<file path="config.mk">
export PLATFORM = sky130hd
export DESIGN_NAME = bcd_seg_scan
export DESIGN_NICKNAME = d
export VERILOG_FILES = /design/src/rtl/bcd_seg_scan.sv
export SDC_FILE = /design/constraint.sdc
export NUM_CORES = 1
export LEC_CHECK = 0
export CAP_MARGIN = 5
export CORE_UTILIZATION = 54
export DETAILED_ROUTE_END_ITERATION = 8
export GPL_ROUTABILITY_DRIVEN = 0
export PLACE_DENSITY = 0.78
export SETUP_SLACK_MARGIN = 0.15
export SYNTH_ARGS = -nofsm -noshare
export SYNTH_HDL_FRONTEND = slang
export SYNTH_SLANG_ARGS = --single-unit
</file>
<file path="constraint.sdc">
create_clock -name clk -period 2.1 [get_ports clk]
set_input_delay 0.42 -clock clk [delete_from_list [all_inputs] [get_ports clk]]
set_output_delay 0.42 -clock clk [all_outputs]
set_load 0.02 [all_outputs]
</file>
<file path="src/rtl/bcd_seg_scan.sv">
// bcd_seg_scan: latches a 4-digit BCD value on an update strobe and scans it
// onto a multiplexed common-anode seven-segment display. It adds leading-zero
// blanking and a short all-off gap at the start of every digit slot so that
// the previous digit's segments do not ghost onto the next anode.
module bcd_seg_scan #(
  parameter int CLK_HZ    = 100000000,
  parameter int SCAN_HZ   = 1000,
  parameter int BLANK_CYC = 4,
  parameter int LZ_BLANK  = 1
) (
  input  logic       clk,
  input  logic       rst,
  input  logic       update,
  input  logic [3:0] one,
  input  logic [3:0] ten,
  input  logic [3:0] hundred,
  input  logic [2:0] thousand,
  output logic [3:0] an,
  output logic [6:0] seg,
  output logic       dp
);

  // Clocks per digit slot; DIV >= 2 and BLANK_CYC < DIV are assumed.
  localparam int DIV   = CLK_HZ / SCAN_HZ;
  localparam int CNT_W = (DIV > 2) ? $clog2(DIV) : 1;

  localparam logic [CNT_W-1:0] CNT_LAST  = CNT_W'(DIV - 1);
  localparam logic [CNT_W-1:0] CNT_BLANK = CNT_W'(BLANK_CYC);

  // Reset shadow is all zeros, so the reset mask is what all-zero digits give.
  localparam logic [3:0] MASK_RST = (LZ_BLANK != 0) ? 4'b1110 : 4'b0000;

  // Incoming digits as an indexable set; thousands is zero-extended.
  logic [3:0] digit_in [4];
  assign digit_in[0] = one;
  assign digit_in[1] = ten;
  assign digit_in[2] = hundred;
  assign digit_in[3] = {1'b0, thousand};

  logic [3:0]       shadow_reg [4];
  logic [3:0]       mask_reg;
  logic [3:0]       mask_next;
  logic [CNT_W-1:0] count_reg;
  logic [1:0]       index_reg;
  logic [3:0]       an_reg;
  logic [6:0]       seg_reg;
  logic             tick;
  logic             gap;
  logic [6:0]       seg_next;

  // Active-low {g,f,e,d,c,b,a}; anything outside 0..9 is drawn as a dash.
  function automatic logic [6:0] decode(input logic [3:0] d);
    logic [6:0] s;
    case (d)
      4'd0:    s = 7'h40;
      4'd1:    s = 7'h79;
      4'd2:    s = 7'h24;
      4'd3:    s = 7'h30;
      4'd4:    s = 7'h19;
      4'd5:    s = 7'h12;
      4'd6:    s = 7'h02;
      4'd7:    s = 7'h78;
      4'd8:    s = 7'h00;
      4'd9:    s = 7'h10;
      default: s = 7'h3F;
    endcase
    return s;
  endfunction

  // Shadow registers: every digit is captured on the same strobe edge so a
  // partially updated value is never displayed.
  generate
    for (genvar gi = 0; gi < 4; gi++) begin : g_shadow
      // Capture one digit on update; reset clears it.
      always_ff @(posedge clk) begin
        if (rst) begin
          shadow_reg[gi] <= 4'd0;
        end else if (update) begin
          shadow_reg[gi] <= digit_in[gi];
        end
      end
    end
  endgenerate

  // Leading-zero mask from the incoming digits, so it lands with the shadow.
  // Dash codes (10..15) are nonzero and therefore stop the blanking chain.
  always_comb begin
    mask_next = 4'b0000;
    if (LZ_BLANK != 0) begin
      mask_next[3] = (digit_in[3] == 4'd0);
      mask_next[2] = mask_next[3] && (digit_in[2] == 4'd0);
      mask_next[1] = mask_next[2] && (digit_in[1] == 4'd0);
    end
  end

  // Register the blank mask together with the shadow digits.
  always_ff @(posedge clk) begin
    if (rst) begin
      mask_reg <= MASK_RST;
    end else if (update) begin
      mask_reg <= mask_next;
    end
  end

  assign tick = (count_reg == CNT_LAST);

  // Slot prescaler and digit index; the index steps once per slot.
  always_ff @(posedge clk) begin
    if (rst) begin
      count_reg <= '0;
      index_reg <= 2'd0;
    end else begin
      if (tick) begin
        count_reg <= '0;
        index_reg <= index_reg + 2'd1;
      end else begin
        count_reg <= count_reg + 1'b1;
      end
    end
  end

  // Gap at the head of each slot, or the digit is a suppressed leading zero.
  always_comb begin
    gap      = (count_reg < CNT_BLANK) || mask_reg[index_reg];
    seg_next = decode(shadow_reg[index_reg]);
  end

  // Registered pin drivers: one clock behind the scan state.
  always_ff @(posedge clk) begin
    if (rst) begin
      an_reg  <= 4'b1111;
      seg_reg <= 7'h7F;
    end else if (gap) begin
      an_reg  <= 4'b1111;
      seg_reg <= 7'h7F;
    end else begin
      an_reg  <= ~(4'b0001 << index_reg);
      seg_reg <= seg_next;
    end
  end

  assign an  = an_reg;
  assign seg = seg_reg;
  assign dp  = 1'b1;

endmodule

</file>
Word level (Yosys, flattened, before mapping). Memory sizes are Yosys's and may differ from the RTL's. A register that Yosys moved wholly into a read port is not among the register bits. Index checks and enable logic that the tools add are counted. Widths: inputs -> output; s select.

Bits in latches: 0. Word-level logic and storage cells: 38. Bits in registers: 26. Bits of input ports: 18. Memories kept: 2. Output and inout port bits: 12. Bits in writable memories: 16. ROM bits: 112.

Memories: (no name shown) (words 16, bits a word 7, read ports 1, clocked after Yosys merged registers in 1, wr ports 0, line 54) `case (d)`; shadow_reg (words 4, bits a word 4, read ports 1, clocked after Yosys merged registers in 1, wr ports 4, line 40) `logic [3:0] shadow_reg [4];`.

$mul: 0. Magnitude comparators: 2. Bitwise operators: 5. Reduce and logical (&&, ||, !) cells: 8. Multiplexer cells: 13. Add/subtract/negate cells: 2. Eq/ne operators: 1. Shift operators: 1. Div/mod/pow operators: 0.

Operators with widths (count): $add 17x1->17 const B (1); $eq 17x17->1 const B (1); $lt 17x3->1 const B (1); $mux 4 (4); $logic_not 4->1 (3); $mux 1 (6); $mux 2 (2); $not 4->4 (1); $or 1x1->1 (4); $reduce_or 2->1 (2); $shl 1x2->4 const A (1); $lt 2x3->1 const B (1); $add 2x1->2 const B (1); $bmux 1 s2 (1); $logic_and 1x1->1 (2); $logic_or 1x1->1 (1).

Logic depth before layout (Yosys ltp). Gate-level depths: netlist (run 1).

Depth after elaboration: 4. Mapped depth: 8. Depth with buffers taken out: 7.

Worst setup path before layout (run 1). Ideal clock, no wire load.

Path type: register -> register. Start point: register (tool-made name). End point: register seg_reg[3] (netlist: seg[3]). Data required time: 2026 ps. Clock period less this slack: 1737 ps. Setup time: 74 ps. Slack: 363 ps. Stages on the path, launching flop included: 8. Buffers on the path: 1. Data arrival time: 1662 ps. Cell sequence: dfxtp_1 buf_2 mux4_2 inv_1 ha_1 nor2b_1 nor3_1 o21ai_0.

RTL lines: to (decl) (line 46) `logic [6:0] seg_reg;`.

Final worst setup path (run 1).
Start point: register count_reg[14]. End point: register count_reg[4].

Word-level cells in the longest chain between the ends: 2.

RTL lines: from (decl) (line 43) `logic [CNT_W-1:0] count_reg;`; from (signal assigned) (line 117) `count_reg <= count_reg + 1'b1;`; $eq 17x17->1 (line 105) `assign tick = (count_reg == CNT_LAST);`; $reduce_or 2->1 (no line).

Every way passes these cells. A chain may end at the register's enable or synchronous reset.

==> summary.txt, run 1 <==
Global routing
  • Wire length of the first global-routing pass: 7220 microns
  • Number of antenna violations at the first check in global routing: 0
  • Tot GR Track Use: 21.7%
  • Pin count of the biggest net entering global routing: 18
  • Aggregate global routing overflow: 0
  • Vias in the first global route: 1566

Detailed routing
  • Final routed wirelength across all metal layers: 4380 microns
  • Number of nets with antenna violations after detailed routing: 0
  • Vias/cell: 5.51
  • Number of DRC violations after detailed routing: 0
  • Pre-Repair DR Iteration Count: 4
  • Routed WL per cell: 14.4 microns
  • Iter 0 DRT Violations: 112
  • Via count: 1675

Cells and area
  • Share of cells above drive strength 1: 7.87%
  • Net count of the finished layout: 281
  • Max reg flops: 17
  • Seq. cell area: 1150 sq um
  • Layout fillers: 316
  • Area taken by multi-input logic gates: 1050 sq um
  • Final Cell Area: 2720 sq um
  • Area growth from synthesis to layout: 18.8%
  • Antenna diode instance count: 0
  • Non-filler instance count after layout: 304

Timing
  • Maximum clock rate: 0.551 GHz
  • Unrepaired setup endpoints after global routing: false
  • Final min period: 1820 ps
  • Post-route setup TNS: 0 ps
  • Slew Viols, Final: 0
  • Hold Fails Final Rpt: 0
  • Final setup violation count: 0
  • Worst Skew: 8.23 ps
  • Pin slew with the least headroom to its limit: 593 ps
  • Share of the cycle needed by the critical path after routing: 86.5%
  • Worst Hold Margin: 469 ps
  • Tightest slew margin relative to the limit: 60.2%

Place
  • Cell area after placement: 2610 sq um
  • Port Buffers: 28
  • Detailed Place HPWL: 3190 microns
  • Cell count after placement: 296

Clock tree
  • Worst-Skew Late Latency: 310 ps
  • TritonCTS Buffers: 5
  • Sink Count: 50
  • CTS Root Cell: sky130_fd_sc_hd__clkbuf_8
  • H-tree levels: 2
  • Total setup buffers inserted after CTS: 0
  • Largest buffer count on any clock path: 2
  • Clock transition at the registers of the reported paths: 90 ps
  • Clock tree from TritonCTS: yes

Synth
  • Unique masters post-synth: 40
  • Count of yosys warnings during synthesis: 0
  • Number of standard cells after synthesis: 224
  • Fraction of registers with async set or reset after synthesis: 0%
  • Post-synthesis sequential area ratio: 50.2%
  • Synthesized netlist net count: 252
  • Synth Cell Area: 2290 sq um
  • Average cell area after synthesis: 10.2 sq um
  • Number of flops mapped to enable cells by yosys: 15
  • Primary FF master, synth: sky130_fd_sc_hd__dfxtp_1
  • Number of register bits inferred by synthesis: 50

Power and ir drop
  • Cell area power density: 702 nW/um^2
  • Worst vdd ir: 0.000469 V
  • Pleak: 0.000996 uW
  • Sequential cell fraction of total power: 54.9%
  • Proportion of power drawn by combinational gates: 8.6%
  • Internal power summed over all cells: 1470 uW
  • Clock share of power: 36.5%
  • Sw Share: 23.1%
  • Net switching component of the power: 442 uW

Critical path
  • Worst path arrival time: 2000 ps
  • Crit path capture type: register
  • Top Family by Delay on Critical Path: simple AND/OR/NAND/NOR gates
  • Req. time, crit path: 2280 ps
  • Critical Path Source Type: register
  • Classification of the worst setup path: register to register
  • Biggest cell delay along the critical path: 550 ps
  • Master of the slowest instance on the critical path: sky130_fd_sc_hd__or4_4
  • Total buffers and inverters traversed by the critical path: 0
  • Maximum net fanout on the critical path: 17
  • Cell breakdown of the critical path: or4_4 > or2_4 > o21ai_4 > nor2_1

Worst hold path
  • Path type of the worst min-delay path: register to register

Die
  • I/O pin total: 30
  • Initial cell density of the core: 56.9%
  • Number of core rows: 23
  • Die span in x: 67.2 microns
  • Die H: 67.2 microns
  • Die area: 4510 sq um
  • Core area: 4030 sq um

Job
  • Max-cap violations: 0

Run status
  • Outcome: finished clean
==> layout by cell type (no fill, tap or decap), drive strengths merged, types with 2 or more instances in the layout <==
master and n:
o21ai 14, mux2i 5, nand3b 2, and3 4, mux4 3, nand2 9, or4 3, buf 3
clkdlybuf4s50 28, edfxtp 15, nand4 10, xnor2 8, dfxtp 35, or2 2, clkbuf 5, nor2b 3
o41ai 2, and2 15, a211oi 2, nor2 20, inv 11, xor2 5, nor4 5, a21oi 10
nor3 7, or3 3, nand3 6, ha 10
==> metrics by stage <==
stage	util [%]	setup WS (ps)	power (uW)
final	67.6	284	1910
after global routing	67.6	155	1970
after CTS	67.5	185	1910
after detailed placement	64.7	207	1240
after global placement	64.7	271	1230
after floorplan	-	363	1170
==> what timing repair did <==
item                                   CTS  global route
hold buffers                             0             0
endpoints found under the hold margin    0             0
resized for setup                        0             2
setup endpoints to repair                0             5
==> final cells by class <==
cell class | count | share of cell area (%)
clock buffer | 5 | 2.53
clock inverter | 3 | 1.61
inverter | 10 | 1.38
multi-input combinational | 155 | 38.6
sequential | 50 | 42.4
tap | 50 | 2.30
timing repair buffer | 31 | 11.1
==> power groups by stage <==
stage / logic, uW / registers [uW] / clock network (uW)
5_1_grt: 182 / 1050 / 733
3_3_place_gp: 159 / 1070 / 0
3_5_place_dp: 164 / 1070 / 0
2_1_floorplan: 96.1 / 1070 / 0
4_1_cts: 165 / 1050 / 696
6_report: 165 / 1050 / 697
==> Yosys cell counts (all sizes together) (6+ instances only) <==
| master | count | area [sq um] |
|---|---|---|
| a21oi | 10 | 50.1 |
| and2 | 15 | 93.8 |
| buf | 7 | 43.8 |
| dfxtp | 35 | 701 |
| edfxtp | 15 | 450 |
| ha | 10 | 125 |
| inv | 10 | 37.5 |
| nand2 | 9 | 33.8 |
| nand3 | 6 | 30.0 |
| nand4 | 10 | 62.6 |
| nor2 | 20 | 75.1 |
| nor3 | 7 | 35.0 |
| o21ai | 14 | 81.3 |
| xnor2 | 8 | 70.1 |
==> final timing paths <==
path                 start  slack [ps]            to  cells past startpoint
min           count_reg[0]         470  count_reg[0]                      1
max reg2reg  count_reg[14]         280  count_reg[4]                      4
max          count_reg[14]         280  count_reg[4]                      4
min reg2reg   count_reg[0]         470  count_reg[0]                      1
==> worst register-to-register path, stage by stage, from the launching register on <==
cell	delay, ps
sky130_fd_sc_hd__dfxtp_1	350
sky130_fd_sc_hd__or4_4	550
sky130_fd_sc_hd__or2_4	280
sky130_fd_sc_hd__o21ai_4	410
sky130_fd_sc_hd__nor2_1	100
==> per-layer routing <==
layer / GRT usage [%] / vias to the layer above / wire length (microns)
li1: - / 849 / -
met5: 0 / - / 0
met4: 8.78 / 0 / 67
met1: 26.1 / 783 / 1990
met3: 3.55 / 6 / 132
met2: 38.3 / 37 / 2190
==> kinds of logic after synthesis <==
logic type,after synthesis,share of synthesized area (%)
and+or+nand+nor,91,21.6
DFF,50,50.2
AOI/OAI and AO/OA,31,8.08
buffers and inverters,19,3.88
xor gates and xnor gates,13,4.97
adders and majority gates,10,5.46
muxes,9,5.62
other,1,0.164
Power figures use the tool's default switching activity.
==> run 2: changes to the inputs <==
- ABC_AREA: default -> 1
- CORE_UTILIZATION: 54 -> 55
- PLACE_DENSITY: 0.78 -> 0.79
==> run 2 against run 1 <==
Against the previous run: combinational power down 3%; largest power group unchanged; sequential power about the same; critical endpoint is now seg[5]; final cell count up 33%; highest routed layer unchanged; worst setup slack better by 190 ps; core utilization up 1.1 points.
==> summary.txt, run 2 <==
Run status
  • Outcome: finished clean

Clock tree
  • Cts repair resizes: 0 (unchanged)
  • CTS Root Cell: sky130_fd_sc_hd__clkbuf_8
  • Number of buffers added to fix hold violations after cts: 0 (unchanged)
  • Total setup buffers inserted after CTS: 0 (unchanged)
  • Sink Count: 50 (unchanged)
  • Clock transition at the registers of the reported paths: 80 ps (about the same)
  • H-tree levels: 2 (unchanged)
  • Worst-Skew Late Latency: 300 ps (about the same)
  • TritonCTS Buffers: 5 (unchanged)
  • Clock tree from TritonCTS: yes
  • Largest buffer count on any clock path: 2 (unchanged)

Die
  • Initial cell density of the core: 58.9% (+2.0 points)
  • Number of core rows: 23 (unchanged)
  • Die span in x: 68.6 microns (+2.2%)
  • I/O pin total: 30 (unchanged)
  • Core area: 4140 sq um (+2.9%)
  • Die H: 68.6 microns (+2.2%)
  • Die area: 4710 sq um (+4.5%)

Power and ir drop
  • Cell area power density: 612 nW/um^2 (-13%)
  • Sequential cell fraction of total power: 60.3% (+5.4 points)
  • Net switching component of the power: 401 uW (-9.3%)
  • Sw Share: 23.0% (-0.069 points)
  • Pleak: 0.00120 uW (+20%)
  • Proportion of power drawn by combinational gates: 9.2% (+0.6 points)
  • Worst vdd ir: 0.000473 V (+0.92%)
  • Clock share of power: 30.5% (-6.0 points)
  • Internal power summed over all cells: 1340 uW (-8.9%)

Place
  • Port Buffers: 28 (unchanged)
  • Cell area after placement: 2760 sq um (+6.0%)
  • Detailed Place HPWL: 3230 microns (+1.4%)
  • Cell count after placement: 395 (+33%)

Timing
  • Final setup violation count: 0 (unchanged)
  • Final min period: 1630 ps (-185 ps)
  • Share of the cycle needed by the critical path after routing: 77.7% (-8.8 points)
  • Slew Viols, Final: 0 (unchanged)
  • Unrepaired setup endpoints after global routing: false
  • Hold Fails Final Rpt: 0 (unchanged)
  • Post-route setup TNS: 0 ps (unchanged)
  • Worst Skew: 7.59 ps (-0.636 ps)
  • Maximum clock rate: 0.613 GHz (+11%)

Detailed routing
  • Vias/cell: 4.99 (-9.5%)
  • Via count: 2010 (+20%)
  • Number of DRC violations after detailed routing: 0 (unchanged)
  • Met2 routed wirelength: 1850 microns (-16%)
  • Number of nets with antenna violations after detailed routing: 0 (unchanged)
  • Routed WL per cell: 10.5 microns (-28%)
  • Final routed wirelength across all metal layers: 4210 microns (-3.9%)
  • Pre-Repair DR Iteration Count: 5 (+1)
  • Highest metal layer used by the detailed router: met4
  • Met1 Wirelength: 2060 microns (+3.7%)
  • Detailed route wirelength on metal3: 244 microns (+85%)
  • Iter 0 DRT Violations: 123 (+9.8%)

Critical path
  • Register-to-register path setup slack: 470 ps (+190 ps)
  • Classification of the worst setup path: register to register
  • Maximum net fanout on the critical path: 8 (-9)
  • Crit path capture type: register
  • Req. time, crit path: 2280 ps (about the same)
  • Worst path arrival time: 1810 ps (-190 ps)
  • Critical Path Source Type: register

Global routing
  • Tot GR Track Use: 21.0% (-0.75 points)
  • Wire length of the first global-routing pass: 7200 microns (-0.29%)
  • Number of antenna violations at the first check in global routing: 0 (unchanged)
  • Pin count of the biggest net entering global routing: 19 (+1)
  • Aggregate global routing overflow: 0 (unchanged)
  • Vias in the first global route: 1675 (+7.0%)

Cells and area
  • Net count of the finished layout: 380 (+35%)
  • Share of cells above drive strength 1: 5.67% (-2.2 points)
  • Most frequent cells in the layout: sky130_fd_sc_hd__nand2_1 (70), sky130_fd_sc_hd__nor2_1 (57), sky130_fd_sc_hd__inv_1 (48), sky130_fd_sc_hd__nand3_1 (36), sky130_fd_sc_hd__dfxtp_1 (35)
  • Final Cell Area: 2850 sq um (+4.5%)
  • Max reg flops: 17 (unchanged)
  • Area growth from synthesis to layout: 16.5%
  • Non-filler instance count after layout: 403 (+33%)
  • Leading cell type in the layout, fill and taps excluded: sky130_fd_sc_hd__nand2_1
  • Antenna diode instance count: 0 (unchanged)

Synth
  • Unique masters post-synth: 27 (-33%)
  • Most repeated cell in the gate-level netlist after synthesis: sky130_fd_sc_hd__nand2_1
  • Number of register bits inferred by synthesis: 50 (unchanged)
  • Count of yosys warnings during synthesis: 0 (unchanged)
  • Synth Cell Area: 2440 sq um (+6.6%)
  • Dominant cells by area after synthesis: sky130_fd_sc_hd__dfxtp_1 (29%), sky130_fd_sc_hd__edfxtp_1 (18%), sky130_fd_sc_hd__nand2_1 (11%)
  • Number of flops mapped to enable cells by yosys: 15 (unchanged)
  • Post-synth top cells: sky130_fd_sc_hd__nand2_1 (70), sky130_fd_sc_hd__nor2_1 (57), sky130_fd_sc_hd__inv_1 (48)
  • Cell type with the highest aggregate area in the netlist: sky130_fd_sc_hd__dfxtp_1
  • Primary FF master, synth: sky130_fd_sc_hd__dfxtp_1
  • Number of standard cells after synthesis: 320 (+43%)
  • Fraction of synthesized cell area taken by the top area cell type: 28.7% (-1.9 points)
  • Fraction of registers with async set or reset after synthesis: 0% (unchanged)
  • Average cell area after synthesis: 7.63 sq um (-25%)
  • Synthesized netlist net count: 348 (+38%)
  • Post-synthesis sequential area ratio: 47.1% (-3.1 points)

Job
  • Max-cap violations: 0 (unchanged)

Worst hold path
  • Path type of the worst min-delay path: register to register
run 2: kinds of logic after synthesis:
logic type               share of synthesized area, %
AO/OA/AOI/OAI                                    2.87
XOR/XNOR                                         1.08
adder cells (fa/ha/maj)                          5.12
buffers and inverters                            9.12
flip-flops                                       47.1
other                                           0.154
AND/OR/NAND/NOR                                  34.5
run 2: worst max-delay path: stages (launching register included):
cell	delay, ps
sky130_fd_sc_hd__dfxtp_1	470
sky130_fd_sc_hd__inv_2	120
sky130_fd_sc_hd__nand2_1	80
sky130_fd_sc_hd__nand3_1	70
sky130_fd_sc_hd__nand2_1	170
sky130_fd_sc_hd__inv_1	100
sky130_fd_sc_hd__ha_1	200
sky130_fd_sc_hd__inv_1	50
sky130_fd_sc_hd__nand3_1	90
sky130_fd_sc_hd__nand3_1	100
sky130_fd_sc_hd__nand3_1	80
run 2: path summary, 6_finish.rpt:
check                             startpoint            to  cells after the start
worst max-delay path                register        seg[5]                     10
worst max register to register      register        seg[5]                     10
worst min register to register  count_reg[0]  count_reg[0]                      1
worst min-delay path            count_reg[0]  count_reg[0]                      1
run 2: cell type report:
type / instances / area [sq um]
fillers: 378 / 1300
flip-flops and latches: 50 / 1150
multi-input cells: 216 / 1070
repair buffers: 30 / 295
inverters: 49 / 184
clock buffers: 7 / 76.3
well taps: 50 / 62.6
clock inverters: 1 / 7.51
run 2: per-layer routing:
layer	vias to the layer above	GRT usage [%]
li1	1074	-
met1	880	28.6
met2	51	31.9
met3	5	5.10
met4	0	8.07
met5	-	0
run 2: per-stage QoR:
step	util, %	total power (uW)	setup WS, ps	hold slack (ps)
detailed placement	66.6	1230	324	464
CTS	68.7	1760	460	485
finish	68.7	1740	469	476
floorplan	-	1170	717	429
global route	68.7	1830	285	517
global placement	66.6	1230	423	438
run 2: power groups by stage:
stage	Sequential (uW)	Clock (uW)	Combinational, uW
finish	1050	531	160
global route	1050	595	184
CTS	1050	548	161
detailed placement	1070	0	161
global placement	1070	0	156
floorplan	1070	0	95.0
==> run 3: changes to the inputs <==
- CORE_UTILIZATION: 55 -> 50
- PLACE_DENSITY: 0.79 -> 0.76
- clock period: 2.1 -> 1.37 ns (I/O delays scaled with it)
==> run 3 against run 2 <==
Against the previous run: the run now ends with setup timing left; sequential share of layout area shrank 8.4 points; register-to-register slack got worse by 510 ps; core utilization is 11 points higher; final cell count increased by 12%; highest routed layer unchanged.
==> summary.txt, run 3 (same netlist as run 2, synthesis figures left out) <==
Die
  • I/O pin total: 30 (unchanged)
  • Initial cell density of the core: 51.7% (-7.2 points)
  • Die span in x: 71.9 microns (+4.7%)
  • Die area: 5170 sq um (+9.7%)
  • Die H: 71.9 microns (+4.7%)
  • Core area: 4720 sq um (+14%)
  • Number of core rows: 25 (+8.7%)

Power and ir drop
  • Pleak: 0.00148 uW (+24%)
  • Cell area power density: 828 nW/um^2 (+35%)
  • Worst vdd ir: 0.000644 V (+36%)
  • PnR Total Power: 3120 uW (+79%)

Critical path
  • Top Family by Delay on Critical Path: simple AND/OR/NAND/NOR gates
  • Classification of the worst setup path: register to register
  • Req. time, crit path: 1570 ps (-710 ps)
  • Worst reg2reg endpoint: seg[3]
  • Maximum net fanout on the critical path: 7 (-1)
  • Worst path most repeated cell: sky130_fd_sc_hd__nand3_4
  • Cell breakdown of the critical path: nand2_2 > nand3_4 > nand2_8 > ha_4 > nand3_4 > nand3_2 > nand3_1
  • Worst path arrival time: 1610 ps (-200 ps)
  • Critical Path Source Type: register
  • Worst r2r path cells: 7 (-3)
  • Total buffers and inverters traversed by the critical path: 0 (-3)
  • Master of the slowest instance on the critical path: sky130_fd_sc_hd__dfxtp_4
  • Crit path capture type: register
  • Biggest cell delay along the critical path: 440 ps (-30 ps)
  • Register-to-register path setup slack: -40 ps (-510 ps)

Timing
  • Final min period: 1410 ps (-219 ps)
  • Final setup violation count: 6 (+6)
  • Share of the cycle needed by the critical path after routing: 103% (+25 points)
  • Unrepaired setup endpoints after global routing: true
  • Hold Fails Final Rpt: 0 (unchanged)
  • Worst Skew: 4.04 ps (-3.55 ps)
  • Slew Viols, Final: 0 (unchanged)
  • Maximum clock rate: 0.708 GHz (+15%)
  • Final Worst Setup Slack: -42.4 ps (-511 ps)

Detailed routing
  • Via count: 2511 (+25%)
  • Number of nets with antenna violations after detailed routing: 0 (unchanged)
  • Number of DRC violations after detailed routing: 0 (unchanged)
  • Pre-Repair DR Iteration Count: 5 (unchanged)
  • Iter 0 DRT Violations: 264 (+110%)
  • Routed WL per cell: 16.7 microns (+60%)
  • Final routed wirelength across all metal layers: 7580 microns (+80%)
  • Vias/cell: 5.54 (+11%)

Cells and area
  • Util after Layout: 79.7% (+11 points)
  • Area taken by multi-input logic gates: 1600 sq um (+50%)
  • Leading cell type in the layout, fill and taps excluded: sky130_fd_sc_hd__nand2_1
  • Most frequent cells in the layout: sky130_fd_sc_hd__nand2_1 (40), sky130_fd_sc_hd__inv_1 (38), sky130_fd_sc_hd__nor2_1 (38), sky130_fd_sc_hd__buf_4 (26), sky130_fd_sc_hd__nand2_2 (22)
  • Max reg flops: 17 (unchanged)
  • Seq. cell area: 1200 sq um (+4.7%)
  • Share of cells above drive strength 1: 45.3% (+40 points)
  • Area growth from synthesis to layout: 54.0%
  • Antenna diode instance count: 0 (unchanged)
  • Non-filler instance count after layout: 453 (+12%)
  • Net count of the finished layout: 413 (+8.7%)
  • Layout fillers: 269 (-29%)

Job
  • Max-cap violations: 0 (unchanged)

Global routing
  • Wire length of the first global-routing pass: 9630 microns (+34%)
  • Vias in the first global route: 2088 (+25%)
  • Pin count of the biggest net entering global routing: 19 (unchanged)
  • Tot GR Track Use: 24.1% (+3.1 points)
  • Number of antenna violations at the first check in global routing: 0 (unchanged)
  • Aggregate global routing overflow: 0 (unchanged)

Run status
  • Failing checks: setup timing
  • Outcome: finished, violations left

Worst hold path
  • Hold Path Cell Cnt: 1 (unchanged)
  • Worst Hold Endpoint: count_reg[0]
  • Min-delay src: count_reg[0]
  • Path type of the worst min-delay path: register to register

Place
  • Cell count after placement: 424 (+7.3%)
  • Port Buffers: 28 (unchanged)
  • Detailed Place HPWL: 3360 microns (+3.9%)

Clock tree
  • H-tree levels: 2 (unchanged)
  • Clock tree from TritonCTS: yes
  • Worst-Skew Late Latency: 310 ps (about the same)
  • Sink Count: 50 (unchanged)
  • CTS Root Cell: sky130_fd_sc_hd__clkbuf_8
  • Largest buffer count on any clock path: 2 (unchanged)
  • Clock transition at the registers of the reported paths: 90 ps (about the same)
  • TritonCTS Buffers: 5 (unchanged)
run 3: cell types whose count changed in the layout (fill, tap and decap cells not counted), sizes merged, moves of 2 or more:
cell,delta
nand2,+2
clkbuf,+3
clkdlybuf4s50,-11
clkdlybuf4s15,+6
buf,+31
run 3: worst max-delay path by stage:
stage | endpoint | slack (ps) | cells past startpoint
2_1_floorplan | seg[5] | 70 | 11
4_1_cts | seg[5] | 80 | 10
3_5_place_dp | shadow_reg[2][3] | -60 | 6
5_1_grt | count_reg[8] | -90 | 6
3_3_place_gp | shadow_reg[0][2] | 0.9 | 5
6_report | seg[3] | -40 | 7
run 3: area by class of cell:
class | instances | share of cell area, %
Clock inverter | 3 | 1.16
Clock buffer | 5 | 1.83
Multi-Input combinational cell | 218 | 42.6
Inverter | 49 | 5.59
Sequential cell | 50 | 32.0
Tap cell | 67 | 2.23
Timing Repair Buffer | 61 | 14.5
run 3: worst register-to-register path: stages (launching register included):
cell                      delay [ps]
sky130_fd_sc_hd__dfxtp_4         440
sky130_fd_sc_hd__nand2_2         110
sky130_fd_sc_hd__nand3_4         120
sky130_fd_sc_hd__nand2_8          90
sky130_fd_sc_hd__ha_4            300
sky130_fd_sc_hd__nand3_4          80
sky130_fd_sc_hd__nand3_2          90
sky130_fd_sc_hd__nand3_1          80
run 3: what timing repair did:
item | 4_1_cts | 5_1_grt
buffers inserted | 8 | 10
endpoints found under the setup margin | 43 | 44
resized for setup | 75 | 119
gates cloned | 2 | 1
pin swaps | 22 | 23
hold buffers | 0 | 0
run 3: power by group:
part / total [uW] / internal, uW / switching (uW)
combinational: 451 / 202 / 250
clock: 1060 / 546 / 513
sequential: 1610 / 1570 / 40.9
total: 3120 / 2310 / 804
run 3: routing by layer:
layer,vias to the layer above,GRT usage [%],routed length (microns)
met5,-,0,0
met4,0,11.8,358
met3,47,5.14,604
met2,188,38.8,3740
met1,1133,31.0,2870
li1,1143,-,-
run 3: metrics by stage:
| stage | area [sq um] | setup TNS [ps] | worst slack (ps) | hold WS [ps] |
|---|---|---|---|---|
| floorplan | 2490 | 0 | 74.6 | 428 |
| global placement | 2950 | 0 | 0.853 | 441 |
| detailed placement | 2950 | -746 | -60.1 | 448 |
| CTS | 3340 | 0 | 77.5 | 457 |
| global route | 3760 | -543 | -93.1 | 470 |
| finish | 3760 | -79.1 | -42.4 | 449 |
